**src/rtl/mem_pkg.sv**
```systemverilog
// Shared types and constants for the data memory stage in front of the core.
package mem_pkg;

  localparam int unsigned WORD_W = 16;

  typedef enum logic {
    LOAD,
    RUN
  } state_t;

  localparam logic [1:0] RD_NONE = 2'b00;
  localparam logic [1:0] RD_WORD = 2'b01;
  localparam logic [1:0] RD_LO   = 2'b10;
  localparam logic [1:0] RD_HI   = 2'b11;

  // Narrow reads return the selected byte zero-extended into the low lane.
  function automatic logic [WORD_W-1:0] lane_select(input logic [WORD_W-1:0] word,
                                                    input logic [1:0]        sel);
    logic [WORD_W-1:0] res;
    case (sel)
      RD_LO:   res = {8'h00, word[7:0]};
      RD_HI:   res = {8'h00, word[15:8]};
      default: res = word;
    endcase
    return res;
  endfunction

endpackage

```
**src/rtl/data_mem_loader_sp_ram.sv**
```systemverilog
// Single-port read-first RAM with a registered read port, suitable for block RAM.
module sp_ram
  import mem_pkg::*;
#(
  parameter  int unsigned DEPTH  = 256,
  localparam int unsigned ADDR_W = $clog2(DEPTH)
) (
  input  logic              clock,
  input  logic              en,
  input  logic              we,
  input  logic [ADDR_W-1:0] addr,
  input  logic [WORD_W-1:0] wdata,
  output logic [WORD_W-1:0] rdata
);

  logic [WORD_W-1:0] mem [DEPTH];

  // Read and write share the edge; the read sees the pre-write contents.
  always_ff @(posedge clock) begin
    if (we) begin
      mem[addr] <= wdata;
    end
    if (en) begin
      rdata <= mem[addr];
    end
  end

endmodule

```
**src/rtl/data_mem_loader.sv**
```systemverilog
// Data memory stage: host-loaded RAM that then serves the core with one-cycle reads.
module data_mem_loader
  import mem_pkg::*;
#(
  parameter int unsigned DEPTH      = 256,
  parameter int unsigned LOAD_WORDS = DEPTH
) (
  input  logic              clock,
  input  logic              reset,
  input  logic              load_valid,
  input  logic [WORD_W-1:0] load_data,
  input  logic              load_last,
  output logic              load_ready,
  output logic              start_out,
  input  logic [15:0]       addr,
  input  logic [WORD_W-1:0] wdata,
  input  logic              write_en,
  input  logic [1:0]        read_en,
  output logic [WORD_W-1:0] rdata,
  output logic              addr_err
);

  localparam int unsigned       ADDR_W   = $clog2(DEPTH);
  localparam logic [ADDR_W-1:0] LAST_IDX = ADDR_W'(LOAD_WORDS - 1);

  state_t            state;
  logic [ADDR_W-1:0] ptr;
  logic [1:0]        lane;
  logic              zero_out;
  logic              in_range;
  logic              ram_en;
  logic              ram_we;
  logic [ADDR_W-1:0] ram_addr;
  logic [WORD_W-1:0] ram_wdata;
  logic [WORD_W-1:0] ram_q;

  assign load_ready = (state == LOAD);

  always_comb begin
    in_range  = 32'(addr) < DEPTH;
    ram_en    = 1'b0;
    ram_we    = 1'b0;
    ram_addr  = '0;
    ram_wdata = '0;
    if (state == LOAD) begin
      ram_we    = load_valid;
      ram_addr  = ptr;
      ram_wdata = load_data;
    end else begin
      ram_en    = (read_en != RD_NONE) && in_range;
      ram_we    = write_en && in_range;
      ram_addr  = addr[ADDR_W-1:0];
      ram_wdata = wdata;
    end
  end

  sp_ram #(
    .DEPTH(DEPTH)
  ) u_ram (
    .clock(clock),
    .en   (ram_en),
    .we   (ram_we),
    .addr (ram_addr),
    .wdata(ram_wdata),
    .rdata(ram_q)
  );

  // RAM output only advances on in-range reads; lane and zero flags are captured
  // alongside it so that rdata is stable between requests and zero after reset.
  always_ff @(posedge clock) begin
    if (reset) begin
      state     <= LOAD;
      ptr       <= '0;
      start_out <= 1'b0;
      zero_out  <= 1'b1;
      lane      <= RD_WORD;
      addr_err  <= 1'b0;
    end else begin
      case (state)
        LOAD: begin
          addr_err <= 1'b0;
          if (load_valid) begin
            ptr <= ptr + ADDR_W'(1);
            if (load_last || (ptr == LAST_IDX)) begin
              state     <= RUN;
              start_out <= 1'b1;
            end
          end
        end
        RUN: begin
          addr_err <= (write_en || (read_en != RD_NONE)) && !in_range;
          if (read_en != RD_NONE) begin
            lane     <= read_en;
            zero_out <= !in_range;
          end
        end
        default: state <= LOAD;
      endcase
    end
  end

  always_comb begin
    rdata = zero_out ? '0 : lane_select(ram_q, lane);
  end

endmodule

```
**config.mk**
```make
export PLATFORM = sky130hd
export DESIGN_NAME = data_mem_loader
export DESIGN_NICKNAME = d
export VERILOG_FILES = /design/src/rtl/mem_pkg.sv /design/src/rtl/data_mem_loader_sp_ram.sv /design/src/rtl/data_mem_loader.sv
export SDC_FILE = /design/constraint.sdc
export NUM_CORES = 2
export LEC_CHECK = 0
export ABC_AREA = 0
export CORE_UTILIZATION = 31
export DETAILED_ROUTE_END_ITERATION = 10
export GPL_ROUTABILITY_DRIVEN = 0
export GPL_TIMING_DRIVEN = 0
export HOLD_SLACK_MARGIN = 0.05
export SLEW_MARGIN = 20
export SYNTH_ARGS = -nofsm -noshare
export SYNTH_HDL_FRONTEND = slang
export SYNTH_SLANG_ARGS = --single-unit
export TNS_END_PERCENT = 1
```
**constraint.sdc**
```tcl
create_clock -name clock -period 11.47 [get_ports clock]
set_clock_uncertainty 0.15 [all_clocks]
set_input_delay 2.8675 -clock clock [delete_from_list [all_inputs] [get_ports clock]]
set_output_delay 2.8675 -clock clock [all_outputs]
set_load 0.03 [all_outputs]
```
==> key figures <==
Place
  • Total of buffers placed on input and output ports: 73
  • Placed Cells incl. Taps: 14.7k
  • Worst setup slack before clock tree synthesis: 1.99 ns
  • Half-perimeter wire length after placement: 337000 um

Final layout
  • Area added between synthesis and finish: 18.2%
  • Ratio of cells with drive above 1 in the final layout: 0.279
  • Cell Count, Final, Fillers Out: 15.4k
  • Nets@finish: 8397

Min path
  • Cell depth of the worst hold path: 2
  • Hold path startpoint: start_out
  • Worst min path class: register to register

Routing
  • Router iterations before antenna repair: 6
  • DRT Wirelength: just under 500000 um
  • Residual DRC count: 0
  • Average wire per standard cell: 31.7 um
  • Via Count: 85.0k
  • Vias per cell: 5.51
  • Starting DRC count in detailed routing: 12.7k
  • Final antenna-violating net count: 0

Die
  • Core Rows: 262
  • Effective utilization at floorplan: 0.312
  • Total I/O pin count: between 70 and 80
  • Standard cell core area: approximately 500000 um2
  • Die outline height: between 700 and 800 um
  • Die W: 719 um
  • Die ar.: 517000 um2

Synthesis
  • Share of synthesized cell area in and, or, nand and nor gates: 0.0109
  • Yosys cell types: 50
  • Post-synthesis share of cell area spent on xor and xnor gates: 0.000275
  • EDFF count, synth: around 4.1k
  • Most frequently used cell type in the post-synthesis netlist: sky130_fd_sc_hd__edfxtp_1
  • Fraction of synthesized cell area taken by the top area cell type: 0.775
  • Cell accounting for the most synthesized area: sky130_fd_sc_hd__edfxtp_1
  • Most used standard cells in the synthesized netlist: sky130_fd_sc_hd__edfxtp_1 (4112), sky130_fd_sc_hd__o21ai_0 (979), sky130_fd_sc_hd__mux4_2 (976), sky130_fd_sc_hd__clkbuf_1 (346), sky130_fd_sc_hd__nor2_1 (276)
  • Per-instance average area after synthesis: 21.1 um2
  • Flops & latches, synth: just over 4k
  • Main synth FF type: sky130_fd_sc_hd__edfxtp_1
  • Register area share after synthesis: 0.777
  • Number of standard cells after synthesis: between 7k and 8k
  • Biggest area contributors in the synthesized netlist: sky130_fd_sc_hd__edfxtp_1 (78%), sky130_fd_sc_hd__mux4_2 (14%), sky130_fd_sc_hd__o21ai_0 (3.1%)
  • Post-synthesis compound-gate area fraction: 0.0517
  • Synth async-reset ratio: 0
  • Post-Synth Adder-Cell Area: 0.0000786
  • Share of cell area taken by muxes after synthesis: 0.146
  • Cell area after technology mapping: 159000 um2
  • Main combinational cell family by area after synthesis: multiplexers
  • Number of nets produced by synthesis: 7597
  • Ys Warns: 0

Clocking
  • Clock latency reported for the late side of the worst-skew pair: 1.02 ns
  • Register clock-pin slew on the reported worst setup and hold paths: 0.06 ns
  • Post-CTS resize count: 0
  • Root Buffer Master: sky130_fd_sc_hd__clkbuf_16
  • Number of buffers created by CTS: 411
  • Clock sink count: a little over 4k
  • Post-CTS Repair Setup Buffers: 0
  • Count of hold-fix buffers inserted at cts: 0
  • Buffer levels on the longest clock path: 4
  • CTS tree: done
  • H-tree levels: 5

Critical path
  • Type of the worst setup path: primary input to register
  • Timing startpoint of the critical path: addr[1]
  • CP max FO: 10
  • Crit. End Element: register
  • CP required: 11.90 ns
  • Startpoint types: primary input
  • Arrival time at the worst endpoint: 9.20 ns
  • Reg-to-reg setup timing slack: 4.62 ns
  • R2r startpoint: ptr[1]
  • R2R depth: 9

GRT
  • Vias in the first global route: 83.9k
  • First-pass GRT wire length: approximately 670000 um
  • Pin count of the biggest net entering global routing: roughly 110
  • Total congestion overflow after global routing: 0
  • GRT Overall Usage: 0.183
  • Initial antenna violation count: 41

Power
  • Power density relative to cell area: 177 nW/um2
  • Total leakage power: 55.4 nW
  • VDD IR-drop max: 0.124 mV

Timing
  • Worst slew pin tran: between 1 and 1.5 ns
  • Unrepaired setup endpoints after global routing: false
  • Final max-slew violation count: 0
  • Share of the cycle needed by the critical path after routing: 0.764
  • Minimum period implied by the final worst setup slack: 8.77 ns
  • Count of endpoints failing setup in the final report: 0
  • Final hold violation count: 0
  • Top achievable clock speed: around 110 MHz
  • Relative slew slack: 0.114
  • Worst setup slack after layout: 2.70 ns

Job
  • Max-capacitance violation count: 0

Status
  • Status: finished, final reports clean
-- worst max-delay path: stages --
cell and delay, ns:
sky130_fd_sc_hd__clkdlybuf4s50_1 0.54, sky130_fd_sc_hd__mux2_2 0.51, sky130_fd_sc_hd__buf_2 0.52, sky130_fd_sc_hd__clkbuf_1 0.87, sky130_fd_sc_hd__buf_1 0.71, sky130_fd_sc_hd__mux4_2 0.44, sky130_fd_sc_hd__o21ai_0 0.24, sky130_fd_sc_hd__a41oi_1 0.66
sky130_fd_sc_hd__o41ai_1 1.19, sky130_fd_sc_hd__o2111ai_1 0.60
-- layout make-up --
type,instances,area [um2]
tap,6732,8420
antenna,14,35.0
fill,45700,322000
multi-input combinational,2878,34700
clock inverter,255,2700
inverter,3,11.3
timing repair buffer,387,5420
sequential,4126,124000
buffer,534,2390
clock buffer,498,10800
-- path summary, 6_finish.rpt --
check | to
worst max-delay path | u_ram.rdata[12]
worst min-delay path | start_out
worst max register to register | u_ram.rdata[12]
worst min register to register | start_out
-- per-layer routing --
layer  share of wire  GRT usage
met1            0.37      0.236
met4           0.049     0.0786
met3            0.12     0.0532
met2            0.46      0.288
met5         0.00016          0
-- report_power, final --
group	total (W)	switching, W	internal, W
logic	0.00294	0.00189	0.00105
registers	0.0168	0.00000565	0.0168
clock network	0.0136	0.00577	0.00785
-- sequential cells by signal, indices dropped and copies added, names as in the netlist --
signal,count
state,1
ptr,8
addr_err,1
u_ram.rdata,16
u_ram.mem,4096
start_out,1
lane,2
zero_out,1
-- per-stage QoR --
step	util	instance area, um2	power (W)	TNS (ns)	hold slack (ns)
floorplan	-	159000	0.0187	0	0.347
global placement	0.330	168000	0.0199	-58.34	0.335
detailed placement	0.342	175000	0.0200	0	0.308
CTS	0.369	188000	0.0334	0	0.326
global route	0.369	188000	0.0340	0	0.417
finish	0.369	188000	0.0333	0	0.322
-- cells by family after synthesis --
family | Yosys count
buffers and inverters | 537
AOI/OAI and AO/OA | 1381
xor gates and xnor gates | 5
and+or+nand+nor | 398
DFF | 4126
muxes | 1093
adders and majority gates | 1
-- cell usage in the layout, fill, tap and decap left out, types with 10 or more instances in the layout --
master,netlist,final
sky130_fd_sc_hd__edfxtp_1,4112,4112
sky130_fd_sc_hd__o21ai_0,979,979
sky130_fd_sc_hd__mux4_2,976,976
sky130_fd_sc_hd__clkbuf_16,0,420
sky130_fd_sc_hd__clkbuf_1,346,375
sky130_fd_sc_hd__nor2_2,0,243
sky130_fd_sc_hd__a41oi_1,240,215
sky130_fd_sc_hd__buf_6,11,131
sky130_fd_sc_hd__buf_2,98,117
sky130_fd_sc_hd__mux2i_1,99,97
sky130_fd_sc_hd__buf_8,0,97
sky130_fd_sc_hd__clkinv_1,1,92
sky130_fd_sc_hd__clkdlybuf4s50_1,0,73
sky130_fd_sc_hd__clkinv_2,0,72
sky130_fd_sc_hd__buf_16,0,55
sky130_fd_sc_hd__buf_1,54,53
sky130_fd_sc_hd__bufinv_16,0,51
sky130_fd_sc_hd__o22ai_1,48,48
sky130_fd_sc_hd__buf_4,25,41
sky130_fd_sc_hd__nand2_1,49,39
sky130_fd_sc_hd__clkbuf_2,0,38
sky130_fd_sc_hd__nor2_1,276,28
sky130_fd_sc_hd__o41ai_1,48,28
sky130_fd_sc_hd__a41oi_2,0,25
sky130_fd_sc_hd__o41ai_2,0,20
sky130_fd_sc_hd__clkinvlp_4,0,19
sky130_fd_sc_hd__or4b_1,16,16
sky130_fd_sc_hd__o2111ai_1,16,16
sky130_fd_sc_hd__mux2_8,0,16
sky130_fd_sc_hd__a21oi_1,15,15
sky130_fd_sc_hd__diode_2,0,14
sky130_fd_sc_hd__a2111oi_2,0,14
sky130_fd_sc_hd__dfxtp_1,14,14
sky130_fd_sc_hd__nand3_1,12,12
sky130_fd_sc_hd__clkbuf_4,0,11
sky130_fd_sc_hd__nand2_2,0,10
Power figures use the tool's default switching activity.
